File: src/rtl/song_player.sv
// song_player: walks the song ROM, holds each note for NOTE_CYCLES then GAP_CYCLES of silence, and toggles speaker every note_q clocks (define SONG_LOOP_EN to repeat the song until stop)
module song_player #(
  parameter int NOTE_CYCLES = 25000000,
  parameter int GAP_CYCLES = 2500000,
  parameter int SONG_LEN = 26,
  parameter int NOTE_W = 16
) (
  input  logic clk,
  input  logic rst_n,
  input  logic start,
  input  logic stop,
  output logic [4:0] rom_addr,
  input  logic [NOTE_W-1:0] rom_note,
  output logic speaker,
  output logic busy,
  output logic done
);
  localparam int MX = NOTE_CYCLES > GAP_CYCLES ? NOTE_CYCLES : GAP_CYCLES;
  localparam int DW = MX > 1 ? $clog2(MX) : 1;
  localparam logic [DW-1:0] NOTE_LAST = DW'(NOTE_CYCLES - 1);
  localparam logic [DW-1:0] GAP_LAST = DW'(GAP_CYCLES - 1);
  localparam logic [4:0] ADDR_LAST = 5'(SONG_LEN - 1);
  typedef enum logic [2:0] {IDLE, FETCH, LOAD, PLAY, GAP, DONE} state_t;
  state_t state;
  logic [DW-1:0] dur_cnt;
  logic [NOTE_W-1:0] tone_cnt, note_q;
  always_ff @(posedge clk) begin
    done <= 1'b0;
    if (!rst_n) begin
      state <= IDLE;
      rom_addr <= '0;
      speaker <= 1'b0;
      busy <= 1'b0;
      dur_cnt <= '0;
      tone_cnt <= '0;
      note_q <= '0;
    end else if (stop && state != IDLE) begin
      state <= IDLE;
      rom_addr <= '0;
      speaker <= 1'b0;
      busy <= 1'b0;
    end else begin
      case (state)
        IDLE: if (start && !stop) begin
          state <= FETCH;
          rom_addr <= '0;
          busy <= 1'b1;
        end
        FETCH: state <= LOAD;
        LOAD: begin
          note_q <= rom_note;
          dur_cnt <= '0;
          tone_cnt <= '0;
          state <= PLAY;
        end
        PLAY: begin
          dur_cnt <= dur_cnt + DW'(1);
          if (note_q == '0) speaker <= 1'b0;
          else if (tone_cnt == note_q - NOTE_W'(1)) begin
            speaker <= ~speaker;
            tone_cnt <= '0;
          end else tone_cnt <= tone_cnt + NOTE_W'(1);
          if (dur_cnt == NOTE_LAST) begin
            state <= GAP;
            dur_cnt <= '0;
            speaker <= 1'b0;
          end
        end
        GAP: begin
          dur_cnt <= dur_cnt + DW'(1);
          speaker <= 1'b0;
          if (dur_cnt == GAP_LAST) begin
            dur_cnt <= '0;
            if (rom_addr == ADDR_LAST) begin
`ifdef SONG_LOOP_EN
              rom_addr <= '0;
              state <= FETCH;
`else
              state <= DONE;
              done <= 1'b1;
`endif
            end else begin
              rom_addr <= rom_addr + 5'd1;
              state <= FETCH;
            end
          end
        end
        DONE: begin
          rom_addr <= '0;
          busy <= 1'b0;
          state <= IDLE;
        end
        default: state <= IDLE;
      endcase
    end
  end
endmodule

File: config.mk
export PLATFORM = sky130hd
export DESIGN_NAME = song_player
export DESIGN_NICKNAME = d
export VERILOG_FILES = /design/src/rtl/song_player.sv
export SDC_FILE = /design/constraint.sdc
export NUM_CORES = 1
export LEC_CHECK = 0
export ABC_CLOCK_PERIOD_IN_PS = 3400
export BUFFER_PORTS_ARGS = -buffer_cell sky130_fd_sc_hd__buf_2
export CAP_MARGIN = 15
export CORE_UTILIZATION = 55
export CTS_CLUSTER_DIAMETER = 200
export DETAILED_ROUTE_END_ITERATION = 6
export PLACE_DENSITY = 0.82
export SLEW_MARGIN = 10
export SYNTH_ARGS = -nofsm -noshare
export SYNTH_HDL_FRONTEND = slang
export SYNTH_SLANG_ARGS = --single-unit
File: constraint.sdc
create_clock -name clk -period 3.4 [get_ports clk]
set_input_delay 0 -clock clk [delete_from_list [all_inputs] [get_ports clk]]
set_output_delay 0 -clock clk [all_outputs]
set_load 0.01 [all_outputs]
# After elaboration in Yosys (flattened, before gate mapping)

Index checks and enable logic that the tools add are counted.

Bits in registers: 68
Input port bits: 20
Output and inout bits: 8

Add/subtract/negate cells: 4
Equal/unequal tests: 15
Muxes and demuxes: 22
Bitwise logic cells: 5
Reductions and logical operators: 20

Operators with widths:

| operator                                                             | number |
|---|---|
| 25-bit case mux with 3 select lines                                  | 1 |
| 25-bit 2-to-1 mux                                                    | 2 |
| 16-bit 2-to-1 mux                                                    | 2 |
| 16-bit case mux with 2 select lines                                  | 1 |
| 25-bit by 1-bit adder with 25-bit output, second input constant      | 1 |
| 25-bit by 22-bit == test with 1-bit output, second input constant    | 1 |
| 25-bit == test, second input constant                                | 1 |
| 16-bit by 1-bit adder with 16-bit output, second input constant      | 1 |
| 16-bit == test                                                       | 1 |
| 16-bit logical NOT                                                   | 1 |
| 16-bit by 1-bit subtractor with 16-bit output, second input constant | 1 |
| 5-bit 2-to-1 mux                                                     | 3 |
| 3-bit case mux with 5 select lines                                   | 1 |
| 5-bit case mux with 3 select lines                                   | 1 |
| 3-bit 2-to-1 mux                                                     | 4 |
| 2-bit != test, second input constant                                 | 5 |
| 3-bit nonzero test                                                   | 3 |
| 2-bit AND reduction                                                  | 4 |
| 3-bit by 2-bit == test with 1-bit output, second input constant      | 2 |
| 3-bit == test, second input constant                                 | 2 |
| 3-bit AND reduction                                                  | 2 |
| 2-bit nonzero test                                                   | 3 |
| 5-bit by 1-bit adder with 5-bit output, second input constant        | 1 |
| 5-bit == test, second input constant                                 | 1 |
| other kinds (11)                                                     | 21 |

# Longest topological paths before layout

Word-level depth: 6
Depth in mapped cells: 11
Mapped depth without buffers: 9

# Worst setup path before layout

No wires, ideal clock.

Path type: register to register
Start point: reg note_q[0]
End point: reg speaker
Data arrival time: 2,478 ps
Path slack: 846 ps
Stages on the path, launching flop included: 11
Path buffers: 1
Clock period less this slack: 2,554 ps
Cells stage by stage: dfxtp_1 inv_1 ha_1 nor3b_1 and4_1 buf_6 mux2_1 mux2i_1 a21oi_1 or4b_1 a31oi_1

Cells in the longest elaborated chain, start to end: 4
Elaborated cells on any way between the ends: 8
Those cells by class: 1 x add/sub; 2 x eq/ne; 3 x mux; 2 x reduce/logical

Ends and longest elaborated chain:

| item                                                                                | RTL line | source |
|---|---|---|
| start, declared                                                                     | 26       | `logic [NOTE_W-1:0] tone_cnt, note_q;` |
| start signal, assigned                                                              | 51       | `note_q <= rom_note;` |
| 16-bit by 1-bit subtractor with 16-bit output or 16-bit logical NOT (tied branches) | 59, 58   |  |
| 16-bit == test or 1-bit 2-to-1 mux (tied branches)                                  | 59, 58   |  |
| 4-bit != test (no line) or 1-bit 2-to-1 mux (tied branches)                         | --       |  |
| 2-bit AND reduction (no line) or 1-bit case mux with 2 select lines (tied branches) | --       |  |
| end signal, assigned                                                                | 60       | `speaker <= ~speaker;` |
| end, declared                                                                       | 14       | `output logic speaker,` |

Several ways; a longest one is shown, not always the timed one.
A chain may end at the register's enable or synchronous reset.

# Worst setup path in the final report

Start point: reg note_q[0]
End point: reg tone_cnt[15]

Cells in the longest elaborated chain, start to end: 5
Elaborated cells on any way between the ends: 8
Those cells by class: 1 x add/sub; 2 x eq/ne; 3 x mux; 2 x reduce/logical

Ends and longest elaborated chain:

| item                                          | RTL line | source |
|---|---|---|
| 16-bit by 1-bit subtractor with 16-bit output | 59       | `else if (tone_cnt == note_q - NOTE_W'(1)) begin` |
| 16-bit == test                                | 59       |  |
| 16-bit 2-to-1 mux                             | 59       |  |
| 16-bit 2-to-1 mux                             | 58       | `if (note_q == '0) speaker <= 1'b0;` |
| 16-bit case mux with 2 select lines           | 43       | `case (state)` |
| end signal, assigned                          | 62       | `end else tone_cnt <= tone_cnt + NOTE_W'(1);` |
| end, declared                                 | 26       |  |

Several ways; a longest one is shown, not always the timed one. The select of a mux whose other input is x is not followed.

==> results.yml <==
cells_and_area:
  n_fill_cell: 569
  nets: 546
  layout.core_utilization: 0.6491
  drive_gt1_frac: 0.1160
  regArea_um2: 1361
  num_antenna_cells: 0
  multi_input_comb_area_um2: 2446
  area_growth_pct: 12.71
  layout.cells.most_common: "sky130_fd_sc_hd__nand2_1"
  layout.cell_area.non_filler_um2: 4483
  mostFrequentLayoutCells: "sky130_fd_sc_hd__nand2_1 (77), sky130_fd_sc_hd__dfxtp_1 (68), sky130_fd_sc_hd__nor2_1 (41)"
logic_synthesis:
  synth.cell_area_um2: 3978
  synth.largest_area_cell: "sky130_fd_sc_hd__dfxtp_1"
  synth.yosys.seq_area_share: 0.3422
  postSynthCellCount: 488
  adder_cell_area_share_of_the_yosys_netlist: 0.01573
  syn_nets: 513
  synth_flop_cell: "sky130_fd_sc_hd__dfxtp_1"
  synth.lib_cells_used.distinct: 69
  share_of_the_synthesized_area_in_compound_gates_ao_oa_aoi_oai: 0.1623
  area_share_of_xor_xnor_cells_in_the_synthesized_design: 0.1255
  synth.ff_latch_count: 68
  synthDominantCellAreaShare: 0.3422
  synth-async-reset-ratio: 0
  synth_top_cells_by_area: "sky130_fd_sc_hd__dfxtp_1 (34%), sky130_fd_sc_hd__nand2_1 (7.3%), sky130_fd_sc_hd__xor2_1 (6.4%), sky130_fd_sc_hd__xnor2_1 (6.2%), sky130_fd_sc_hd__a21oi_1 (4.0%)"
  yosys_warnings: 0
  synthMuxAreaShare: 0.01070
  synthesis.area_per_instance_um2: 8.151
  largest_family_of_logic_cells_by_synthesized_area: "simple AND/OR/NAND/NOR gates"
  synth_simple_gate_area_share: 0.3007
  synth_edf_count: 0
timing:
  grt_setup_unrepaired: "false"
  final-hold-violation-count: 1
  max_freq_mhz: 317.1
  tightest_slew_ps: 690.4
  final-max-slew-violation-count: 0
  finalCritPeriodShare: 0.9276
  final-setup-viol-count: 0
  final.setup.worst_slack_ps: 246.2
  min_period_ps: 3154
  worst_clock_skew_ps: 11.04
  fin_hold_ws_ps: -6.367
  finalSetupTns_ps: 0
  max-slew-margin-rel: 0.5355
outcome:
  outcome: "finished, violations left"
  failed_checks: "hold timing"
floorplanning:
  initial_utilization: 0.5759
  dieWidth_um: 87.04
  die-area_um2: 7576
  design.portCount: 28
  core-area_um2: 6907
  std_cell_rows: 30
  die-height_um: 87.04
power_and_ir_drop:
  p_per_area_nw_per_um2: 428.4
  power.clock.fraction: 0.341
  internal_power_w: 0.001330
  peak_ir_drop_on_the_vdd_network_v: 0.0002580
  power_frac_comb: 0.208
  power.switching_fraction: 0.3074
  power.share.sequential: 0.451
  net-switching-power_w: 0.0005904
  power_w: 0.001921
  leakage_nw: 1.703
global_routing:
  initial_antenna_violation_count: 0
  grt-ovfl-total: 0
  grt_max_degree: 38
  vias_in_the_first_global_route: 3344
  grt.total_usage: 0.2521
  grt_first_pass_wirelength_um: 15190
hold_path:
  min_path_cells: 3
  hp-class: "in2reg"
worst_setup_path:
  critical_path.endpoint_type: "register"
  worst-r2r-cell-count: 9
  worst_setup_startpoint: "note_q[0]"
  cp.arrival_ps: 3360
  crit_chain: "inv_1, ha_1, nor3b_1, and4_1, mux2_1, mux2i_1, a21oi_1, o31ai_4, a21oi_1"
  cp.required_ps: 3610
  setup.reg_to_reg.worst_slack_ps: 250
  startpoint_type: "register"
  worst_path_most_repeated_cell: "sky130_fd_sc_hd__a21oi_1"
  timing.rr.end: "tone_cnt[15]"
  timing.critical_path.slowest_stage_cell: "sky130_fd_sc_hd__o31ai_4"
  setup_crit_end: "tone_cnt[15]"
  rr_startpoint: "note_q[0]"
  critical-path-max-stage-delay_ps: 660
  cp_max_fo: 16
  timing_worst_setup_path_type: "reg2reg"
routing:
  wl_per_cell_um: 14.24
  route.detailed.drc: 0
  route.final.wire_length_um: 8859
  vias: 3582
  avgViaCountPerCell: 5.759
  first_pass_iters: 5
  route.antenna.remaining_nets: 0
  first_iter_violations: 235
clock_tree:
  post_cts_sizing_count: 0
  cts.clk_slew.worst_paths_ps: 70
  htree_num_levels: 3
  cts_tree: "done"
  post_cts.repair.setup_buffers: 0
  cts_sinks: 68
  postCtsHoldBufs: 16
  tritoncts.num_buffers: 9
  clkLatencyLatePin_ps: 350
  clockRootBuffer: "sky130_fd_sc_hd__clkbuf_8"
  max-clock-path-buffers: 2
run:
  maxCapViolations: 0
place:
  preCtsSetupSlack_ps: 330.1
  io_buffers: 27
  detailed_place_hpwl_um: 6137
  dpl-instance-area_um2: 4130
  gp_congestion: 0.8613
-- cells by family after synthesis --
family	after synthesis
AO/OA/AOI/OAI	90
XOR/XNOR	57
adder cells (fa/ha/maj)	5
buffers and inverters	36
flip-flops	68
multiplexers	4
AND/OR/NAND/NOR	228
-- registers in the layout (all words and copies together), names as in the netlist --
name      count
tone_cnt     16
busy          1
rom_addr      5
state         3
dur_cnt      25
done          1
note_q       16
speaker       1
-- critical path: cells and delay by family, from the launching register on --
family | cells | cell delay, ps
AOI/OAI and AO/OA | 3 | 980
and+or+nand+nor | 2 | 830
muxes | 2 | 500
DFF | 1 | 390
adders and majority gates | 1 | 240
buffers and inverters | 1 | 90
-- cell usage after synthesis (4+ instances only) --
library cell and count:
sky130_fd_sc_hd__nand2b_1 4, sky130_fd_sc_hd__inv_1 11, sky130_fd_sc_hd__nand3_1 26, sky130_fd_sc_hd__dfxtp_1 68, sky130_fd_sc_hd__nor2_1 41, sky130_fd_sc_hd__ha_1 5, sky130_fd_sc_hd__nor4_1 5, sky130_fd_sc_hd__nor3_1 13
sky130_fd_sc_hd__or3_1 4, sky130_fd_sc_hd__and3_1 14, sky130_fd_sc_hd__o21ai_1 5, sky130_fd_sc_hd__buf_2 4, sky130_fd_sc_hd__xnor2_1 28, sky130_fd_sc_hd__o21ai_0 5, sky130_fd_sc_hd__and2_1 5, sky130_fd_sc_hd__nand4_1 9
sky130_fd_sc_hd__xor2_1 29, sky130_fd_sc_hd__nand2_1 77, sky130_fd_sc_hd__a21oi_1 32, sky130_fd_sc_hd__clkbuf_1 15, sky130_fd_sc_hd__a21boi_0 16
-- metrics by stage --
| stage | hold slack [ps] | cells |
|---|---|---|
| finish | -6.367 | 622 |
| global route | 2.699 | 622 |
| CTS | 1.835 | 622 |
| detailed placement | 260.0 | 590 |
| global placement | 249.6 | 590 |
| floorplan | 144.9 | 488 |
-- power by group through the flow --
stage	clock network (W)	registers (W)	logic, W
2_1_floorplan	0	0.000858	0.000340
3_3_place_gp	0	0.000882	0.000366
3_5_place_dp	0	0.000884	0.000377
4_1_cts	0.000665	0.000866	0.000394
5_1_grt	0.000706	0.000871	0.000440
6_report	0.000655	0.000866	0.000399
-- final cells by class --
type                       count  area share
sequential                    68      0.3037
inverter                      12     0.01005
multi-input combinational    384      0.5456
clock inverter                 6     0.01451
tap                           96     0.02679
timing repair buffer          46     0.07089
clock buffer                  10     0.02847
-- worst min-delay path by stage --
stage	startpoint	end
6_report	start	state[1]
5_1_grt	start	state[1]
3_5_place_dp	rom_note[5]	note_q[5]
4_1_cts	start	state[1]
3_3_place_gp	rom_note[6]	note_q[6]
2_1_floorplan	rom_note[10]	note_q[10]
-- layer usage --
layer	up-vias	track usage	routed length [µm]
met2	102	0.4109	4301
met5	-	0	0
met1	1678	0.3229	3984
met3	17	0.06635	444
li1	1785	-	-
met4	0	0.08485	129
No activity file was read; power rests on OpenSTA's default activity.
